$ cat src/rtl/warp_fetch_scheduler_pkg.sv
// Shared sizing constants and payload typedefs for the warp fetch scheduler.
package warp_fetch_scheduler_pkg;

  localparam int NUM_WARPS   = 4;
  localparam int NUM_THREADS = 4;
  localparam int XLEN        = 32;
  localparam int UUID_WIDTH  = 44;
  localparam int NW_WIDTH    = (NUM_WARPS > 1) ? $clog2(NUM_WARPS) : 1;

  localparam logic [XLEN-1:0] STARTUP_PC = 32'h8000_0000;

  // Contents of the output register presented to the fetch unit.
  typedef struct packed {
    logic [UUID_WIDTH-1:0]  uuid;
    logic [NW_WIDTH-1:0]    wid;
    logic [NUM_THREADS-1:0] tmask;
    logic [XLEN-1:0]        pc;
  } sched_payload_t;

  // Next-PC return from decode/execute.
  typedef struct packed {
    logic [NW_WIDTH-1:0]    wid;
    logic [XLEN-1:0]        pc;
    logic [NUM_THREADS-1:0] tmask;
    logic                   halt;
  } unlock_payload_t;

endpackage

$ cat src/rtl/warp_fetch_scheduler_if.sv
// Spawn, unlock and schedule-handshake signals of the warp fetch scheduler.
// master = scheduler side, slave = warp control / fetch unit side.
interface warp_fetch_scheduler_if;
  import warp_fetch_scheduler_pkg::*;

  logic                   wspawn_valid;
  logic [NUM_WARPS-1:0]   wspawn_mask;
  logic [XLEN-1:0]        wspawn_pc;

  logic                   unlock_valid;
  logic [NW_WIDTH-1:0]    unlock_wid;
  logic [XLEN-1:0]        unlock_pc;
  logic [NUM_THREADS-1:0] unlock_tmask;
  logic                   unlock_halt;

  logic                   sched_valid;
  logic                   sched_ready;
  logic [NW_WIDTH-1:0]    sched_wid;
  logic [XLEN-1:0]        sched_pc;
  logic [NUM_THREADS-1:0] sched_tmask;
  logic [UUID_WIDTH-1:0]  sched_uuid;

  modport master (
    input  wspawn_valid, wspawn_mask, wspawn_pc,
    input  unlock_valid, unlock_wid, unlock_pc, unlock_tmask, unlock_halt,
    input  sched_ready,
    output sched_valid, sched_wid, sched_pc, sched_tmask, sched_uuid
  );

  modport slave (
    output wspawn_valid, wspawn_mask, wspawn_pc,
    output unlock_valid, unlock_wid, unlock_pc, unlock_tmask, unlock_halt,
    output sched_ready,
    input  sched_valid, sched_wid, sched_pc, sched_tmask, sched_uuid
  );

endinterface

$ cat src/rtl/warp_fetch_scheduler_arbiter.sv
// Combinational round-robin arbiter: the first requester found searching
// upward from last+1 (wrapping) wins. N must be a power of two.
module warp_rr_arbiter #(
  parameter int N = 4
) (
  input  logic [N-1:0]         req,
  input  logic [$clog2(N)-1:0] last,
  output logic [N-1:0]         grant,
  output logic [$clog2(N)-1:0] grant_idx,
  output logic                 valid
);
  localparam int W = $clog2(N);

  logic [W-1:0] cand;

  // Scan candidates in priority order; the W-bit add wraps modulo N.
  always_comb begin
    grant_idx = '0;
    valid     = 1'b0;
    cand      = '0;
    for (int i = 1; i <= N; i++) begin
      cand = last + W'(i);
      if (!valid && req[cand]) begin
        valid     = 1'b1;
        grant_idx = cand;
      end
    end
    grant = valid ? (N'(1) << grant_idx) : '0;
  end

endmodule

$ cat src/rtl/warp_fetch_scheduler.sv
// Per-warp fetch sequencer: tracks PC / thread mask / active / stalled per
// warp and issues one fetch request per cycle, round-robin over eligible warps.
// A warp is stalled as soon as it is loaded into the output register and stays
// so until decode/execute returns an unlock, so at most one fetch per warp is
// in flight. Optional macro WSCHED_PERF_EN adds idle/stall perf counters.
module warp_fetch_scheduler
  import warp_fetch_scheduler_pkg::*;
(
  input  logic                 clk,
  input  logic                 reset,
  warp_fetch_scheduler_if.master bus,
  output logic                 busy,
  output logic [63:0]          perf_idle_cycles,
  output logic [63:0]          perf_stall_cycles
);

  logic [NUM_WARPS-1:0]   active_q;
  logic [NUM_WARPS-1:0]   stalled_q;
  logic [XLEN-1:0]        pc_q    [NUM_WARPS];
  logic [NUM_THREADS-1:0] tmask_q [NUM_WARPS];
  logic [NW_WIDTH-1:0]    last_grant_q;
  logic [UUID_WIDTH-1:0]  uuid_ctr_q;
  logic                   or_valid_q;
  sched_payload_t         or_q;

  logic [NUM_WARPS-1:0]   eligible;
  logic [NUM_WARPS-1:0]   rr_grant;
  logic [NW_WIDTH-1:0]    rr_idx;
  logic                   rr_valid;
  logic                   load;
  logic                   fire;
  logic                   unlock_ok;
  unlock_payload_t        ul;

  assign ul        = '{wid: bus.unlock_wid, pc: bus.unlock_pc,
                       tmask: bus.unlock_tmask, halt: bus.unlock_halt};
  assign eligible  = active_q & ~stalled_q;
  assign fire      = or_valid_q && bus.sched_ready;
  assign load      = (!or_valid_q || bus.sched_ready) && rr_valid;
  assign unlock_ok = bus.unlock_valid && stalled_q[ul.wid];
  assign busy      = |active_q;

  warp_rr_arbiter #(.N(NUM_WARPS)) u_arb (
    .req       (eligible),
    .last      (last_grant_q),
    .grant     (rr_grant),
    .grant_idx (rr_idx),
    .valid     (rr_valid)
  );

  // Output register and warp table: load/stall the winner, apply unlock and spawn.
  always_ff @(posedge clk) begin
    if (reset) begin
      active_q     <= NUM_WARPS'(1);
      stalled_q    <= '0;
      last_grant_q <= NW_WIDTH'(NUM_WARPS - 1);
      uuid_ctr_q   <= '0;
      or_valid_q   <= 1'b0;
      or_q         <= '0;
      for (int i = 0; i < NUM_WARPS; i++) begin
        pc_q[i]    <= (i == 0) ? STARTUP_PC : '0;
        tmask_q[i] <= (i == 0) ? NUM_THREADS'(1) : '0;
      end
    end else begin
      if (load) begin
        or_valid_q   <= 1'b1;
        or_q         <= '{uuid: uuid_ctr_q, wid: rr_idx,
                          tmask: tmask_q[rr_idx], pc: pc_q[rr_idx]};
        uuid_ctr_q   <= uuid_ctr_q + 1'b1;
        last_grant_q <= rr_idx;
      end else if (fire) begin
        or_valid_q   <= 1'b0;
      end
      // Winner, unlock target and spawn targets are always distinct warps.
      for (int i = 0; i < NUM_WARPS; i++) begin
        if (load && rr_grant[i]) stalled_q[i] <= 1'b1;
        if (unlock_ok && ul.wid == NW_WIDTH'(i)) begin
          stalled_q[i] <= 1'b0;
          if (ul.halt) begin
            active_q[i] <= 1'b0;
          end else begin
            pc_q[i]    <= ul.pc;
            tmask_q[i] <= ul.tmask;
          end
        end
        if (bus.wspawn_valid && bus.wspawn_mask[i] && !active_q[i]) begin
          active_q[i]  <= 1'b1;
          stalled_q[i] <= 1'b0;
          pc_q[i]      <= bus.wspawn_pc;
          tmask_q[i]   <= NUM_THREADS'(1);
        end
      end
    end
  end

  assign bus.sched_valid = or_valid_q;
  assign bus.sched_wid   = or_q.wid;
  assign bus.sched_pc    = or_q.pc;
  assign bus.sched_tmask = or_q.tmask;
  assign bus.sched_uuid  = or_q.uuid;

  // Flag unlocks aimed at a warp that has no fetch outstanding (they are dropped).
  always @(posedge clk) begin
    if (!reset && bus.unlock_valid)
      assert (stalled_q[bus.unlock_wid])
        else $warning("unlock to non-stalled warp %0d ignored", bus.unlock_wid);
  end

`ifdef WSCHED_PERF_EN
  logic [63:0] idle_q;
  logic [63:0] stall_q;

  // Saturating counters for empty-while-busy and backpressured cycles.
  always_ff @(posedge clk) begin
    if (reset) begin
      idle_q  <= '0;
      stall_q <= '0;
    end else begin
      if (!or_valid_q && busy && idle_q != '1)
        idle_q <= idle_q + 64'd1;
      if (or_valid_q && !bus.sched_ready && stall_q != '1)
        stall_q <= stall_q + 64'd1;
    end
  end

  assign perf_idle_cycles  = idle_q;
  assign perf_stall_cycles = stall_q;
`else
  assign perf_idle_cycles  = '0;
  assign perf_stall_cycles = '0;
`endif

endmodule

$ cat src/flat_wrapper.sv
// flat-port wrapper written by rule: the top's interface ports become plain ports
module warp_fetch_scheduler_flat import warp_fetch_scheduler_pkg::*;
  (clk, reset, busy, perf_idle_cycles, perf_stall_cycles, bus_wspawn_valid, bus_wspawn_mask, bus_wspawn_pc, bus_unlock_valid, bus_unlock_wid, bus_unlock_pc, bus_unlock_tmask, bus_unlock_halt, bus_sched_ready, bus_sched_valid, bus_sched_wid, bus_sched_pc, bus_sched_tmask, bus_sched_uuid);
  warp_fetch_scheduler_if bus_i ();
  input  logic clk;
  input  logic reset;
  output logic busy;
  output logic [63:0] perf_idle_cycles;
  output logic [63:0] perf_stall_cycles;
  input wire logic [$bits(bus_i.wspawn_valid)-1:0] bus_wspawn_valid;
  input wire logic [$bits(bus_i.wspawn_mask)-1:0] bus_wspawn_mask;
  input wire logic [$bits(bus_i.wspawn_pc)-1:0] bus_wspawn_pc;
  input wire logic [$bits(bus_i.unlock_valid)-1:0] bus_unlock_valid;
  input wire logic [$bits(bus_i.unlock_wid)-1:0] bus_unlock_wid;
  input wire logic [$bits(bus_i.unlock_pc)-1:0] bus_unlock_pc;
  input wire logic [$bits(bus_i.unlock_tmask)-1:0] bus_unlock_tmask;
  input wire logic [$bits(bus_i.unlock_halt)-1:0] bus_unlock_halt;
  input wire logic [$bits(bus_i.sched_ready)-1:0] bus_sched_ready;
  output wire logic [$bits(bus_i.sched_valid)-1:0] bus_sched_valid;
  output wire logic [$bits(bus_i.sched_wid)-1:0] bus_sched_wid;
  output wire logic [$bits(bus_i.sched_pc)-1:0] bus_sched_pc;
  output wire logic [$bits(bus_i.sched_tmask)-1:0] bus_sched_tmask;
  output wire logic [$bits(bus_i.sched_uuid)-1:0] bus_sched_uuid;
  assign bus_i.wspawn_valid = bus_wspawn_valid;
  assign bus_i.wspawn_mask = bus_wspawn_mask;
  assign bus_i.wspawn_pc = bus_wspawn_pc;
  assign bus_i.unlock_valid = bus_unlock_valid;
  assign bus_i.unlock_wid = bus_unlock_wid;
  assign bus_i.unlock_pc = bus_unlock_pc;
  assign bus_i.unlock_tmask = bus_unlock_tmask;
  assign bus_i.unlock_halt = bus_unlock_halt;
  assign bus_i.sched_ready = bus_sched_ready;
  assign bus_sched_valid = bus_i.sched_valid;
  assign bus_sched_wid = bus_i.sched_wid;
  assign bus_sched_pc = bus_i.sched_pc;
  assign bus_sched_tmask = bus_i.sched_tmask;
  assign bus_sched_uuid = bus_i.sched_uuid;
  warp_fetch_scheduler u_core (.clk(clk), .reset(reset), .bus(bus_i), .busy(busy), .perf_idle_cycles(perf_idle_cycles), .perf_stall_cycles(perf_stall_cycles));
endmodule
$ cat config.mk
export PLATFORM = sky130hd
export DESIGN_NAME = warp_fetch_scheduler_flat
export DESIGN_NICKNAME = d
export VERILOG_FILES = /design/src/rtl/warp_fetch_scheduler_pkg.sv /design/src/rtl/warp_fetch_scheduler_if.sv /design/src/rtl/warp_fetch_scheduler_arbiter.sv /design/src/rtl/warp_fetch_scheduler.sv /design/src/flat_wrapper.sv
export SDC_FILE = /design/constraint.sdc
export NUM_CORES = 1
export LEC_CHECK = 0
export CORE_ASPECT_RATIO = 0.6
export CORE_UTILIZATION = 40
export CTS_CLUSTER_DIAMETER = 60
export CTS_CLUSTER_SIZE = 8
export DETAILED_ROUTE_END_ITERATION = 12
export MAX_ROUTING_LAYER = met4
export PLACE_DENSITY = 0.66
export SLEW_MARGIN = 30
export SYNTH_ARGS = -nofsm -noshare
export SYNTH_HDL_FRONTEND = slang
export SYNTH_HIERARCHICAL = 1
export SYNTH_SLANG_ARGS = --single-unit
$ cat constraint.sdc
create_clock -name clk -period 3.4 [get_ports clk]
set_input_delay 0.68 -clock clk [delete_from_list [all_inputs] [get_ports clk]]
set_output_delay 0.68 -clock clk [all_outputs]
set_load 0.01 [all_outputs]
==> metrics.md <==
| Metric | Value |
|---|---|
| Unrepaired setup endpoints after global routing | `false` |
| Fraction of synthesized cell area in xor and xnor cells | `0.0153` |
| Placeable core area | `31700 um^2` |
| Mux cell area share after synthesis | `0.0634` |
| Crit path max fanout | `9` |
| Power, Total | `8.87 mW` |
| Fin area | `16100 um^2` |
| Count of TritonRoute iterations in the first routing pass | `5` |
| H-tree levels | `2` |
| Worst setup path start | `u_core/active_q[3]` |
| Delay of the slowest cell on the worst path | `0.70 ns` |
| GPL Wtd Cong | `0.921` |
| Highest-delay cell along the critical path | `or4_1` |
| Min Hold Slack | `0.451 ns` |
| Endpoints failing setup | `0` |
| Top Ports | `292` |
| Netlist Area Pre-Place | `13100 um^2` |
| Final period util | `0.912` |
| Routed Antenna Nets | `0` |
| Layout Utilization | `0.507` |
| Max-Cap Viols | `0` |
| Synth Area in Compound Gates | `0.145` |
| HPWL Detailed | `23100 um` |
| Headroom to the max-slew limit | `0.528` |
| Class of the worst hold path | `flip-flop to flip-flop` |
| Yosys synthesis warning count | `6` |
| # clock sinks | `281` |
| Global-route wire length before repair | `54000 um` |
| Filler cell count | `2788` |
| Post-Place Cells | `1744` |
| Placed Area | `14900 um^2` |
| Port Buffer Count | `163` |
| Result of the run | `completed` |
| Max-slew violations | `0` |
| Width of the die | `236 um` |
| Total detailed-routing wirelength | `35600 um` |
| Root Buffer | `clkbuf_16` |
| Count of non-filler cells in the finished layout | `1811` |
| Share of final-layout standard cells stronger than drive strength 1 | `0.100` |
| Worst slack at placement | `0.440 ns` |
| Detail Route met2 WL | `15300 um` |
| CTS tree | `built` |
| Average wire per standard cell | `19.7 um` |
| Required time reported for the critical path endpoint | `3.81 ns` |
| Antenna cells | `0` |
| Proportion of synthesized flip-flops having asynchronous set or reset | `0` |
| Most frequent standard cell in the layout excluding fill and tap cells | `nand2_1` |
| Smallest setup slack after layout | `0.298 ns` |
| Worst Setup Path Type | `flip-flop to flip-flop` |
| Commonest cells after routing, fill and taps aside | `nand2_1, clkdlybuf4s50_1, edfxtp_1, dfxtp_1, conb_1` |
| Vias in the first global route | `9020` |
| Starting DRC count in detailed routing | `950` |
| Gate count of the mapped netlist | `1214` |
| Post-synth top flop | `edfxtp_1` |
| Final critical delay including setup and external delays | `3.10 ns` |
| #FFs+latches synth | `281` |
| Worst-margin pin slew | `0.708 ns` |
| Total overflow reported by the global router | `0` |
| TritonCTS buffer count | `41` |
| Sequential share of the synthesized area | `0.538` |
| Number of antenna violations at the first check in global routing | `0` |
| Crit end category | `flip-flop` |
| Clock latency at the later pin of the worst-skew pair | `0.53 ns` |
| Detailed-route vias per instance | `5.36` |
| CTS-repair resized insts | `0` |
| Highest metal layer with signal wires | `met4` |
| Hold path start | `u_core/bus.sched_uuid[2]` |
| Launching element type of the critical path | `flip-flop` |
| Length of routed met3 wiring | `2930 um` |
| Post-route setup TNS | `0 ns` |
| Growth of design area from synthesis to finish | `22.4%` |
| Achievable Freq | `0.322 GHz` |
| Pin count of the biggest net entering global routing | `86` |
| Die area | `33600 um^2` |
| Pwr/cell area | `551 nW/um^2` |
| Gr usage total | `0.215` |
| Maximum vdd ir drop | `299 uV` |
| Leakage Power | `5.77 nW` |
| Number of enable flip-flop cells after synthesis | `144` |
| Number of remaining DRC errors | `0` |
| Data arrival time of the critical path | `3.51 ns` |
| Effective utilization at floorplan | `0.414` |
| Critical path, cell by cell | `nor2b_1 > nor2_1 > nand2_1 > nand4_1 > or4_1 > nor4_1 > mux2_2` |
| DR vias | `9715` |
| # rows | `50` |
| Final Hold Vio Count | `0` |
| Combinational family with the most area after synthesis | `compound AO/OA/AOI/OAI gates` |
| Final net count | `1452` |
| Routed met1 length | `16900 um` |
| Avg Synthesized Cell Area | `10.8 um^2` |
| Synthesized-area fraction occupied by and/or/nand/nor cells | `0.139` |
| Total setup buffers inserted after CTS | `0` |
| Largest clock skew in the final design | `0.0132 ns` |
| Clock transition time at the flip-flop clock pins of the worst setup and hold paths | `0.05 ns` |
| Share of synthesized cell area in full adder, half adder and majority cells | `0.000952` |
| Die Ht | `142 um` |
| Number of distinct library cells after synthesis | `58` |
| Count of hold buffers inserted by post-cts repair | `0` |
| Clock tree buffer depth | `3` |
| Worst r2r src | `u_core/active_q[3]` |
[state kept, by name (all words and copies together), names as in the netlist, 4 cells and up]
name / count
u_core/bus.sched_tmask: 4
u_core/active_q: 4
u_core/tmask_q: 16
u_core/bus.sched_pc: 32
u_core/uuid_ctr_q: 44
u_core/stalled_q: 4
u_core/bus.sched_uuid: 44
u_core/pc_q: 128
[cell families (layout without fill, tap and decap cells)]
family	count (synthesis)	count (layout)
simple gates	384	384
fa+ha+maj	1	1
xor+xnor	23	23
compound gates	272	272
buf+inv	214	268
mux	38	38
other cells	1	128
flops	281	281
[Yosys cell counts, drive strengths merged (3+ instances only)]
library cell	instances	area (um^2)
nand2	196	736
buf	147	1040
edfxtp	144	4320
dfxtp	137	2740
a22o	127	1110
a21oi	109	546
clkbuf	59	221
nor2	48	180
mux4	36	811
nand3	20	100
nand4	17	113
nor3	15	75.1
xnor2	15	131
and2	14	87.6
o21ai	14	70.1
nor2b	12	75.1
or4	12	90.1
inv	8	30.0
nor4	8	50.1
xor2	8	70.1
o31ai	7	52.6
and3	6	37.5
or3	6	37.5
nand2b	5	31.3
nor3b	4	30.0
and3b	3	26.3
and4	3	27.5
nand3b	3	22.5
or2	3	18.8
[final timing paths]
check                                                 to  slack, ns  cells past startpoint
worst max-delay path               u_core/uuid_ctr_q[42]       0.30                      7
worst min-delay path            u_core/bus.sched_uuid[2]       0.45                      2
worst min register to register  u_core/bus.sched_uuid[2]       0.45                      2
worst max register to register     u_core/uuid_ctr_q[42]       0.30                      7
[metal layers]
metal | vias up | track usage
li1 | 4518 | -
met2 | 408 | 0.303
met1 | 4742 | 0.313
met3 | 47 | 0.0446
met5 | - | -
met4 | 0 | 0.0502
[layout make-up]
cell class	count	area (um^2)	area share
Clock buffer	65	1160	0.0720
Clock inverter	2	17.5	0.00109
Inverter	8	30.0	0.00187
Multi-Input combinational cell	846	5370	0.334
Sequential cell	281	7070	0.439
Tap cell	416	520	0.0324
Timing Repair Buffer	193	1930	0.120
[where the power goes]
group	internal, mW	switching (mW)	leakage (nW)
registers	3.77	0.107	2.63
clock network	2.31	1.46	0.565
logic	0.526	0.699	2.58
[worst max-delay path: cells and delay by family (launching register included)]
| family | cells | cell delay, ns |
|---|---|---|
| multiplexers | 1 | 0.37 |
| flip-flops | 1 | 0.42 |
| AND/OR/NAND/NOR | 6 | 2.17 |
(Power assumes the default switching activity.)
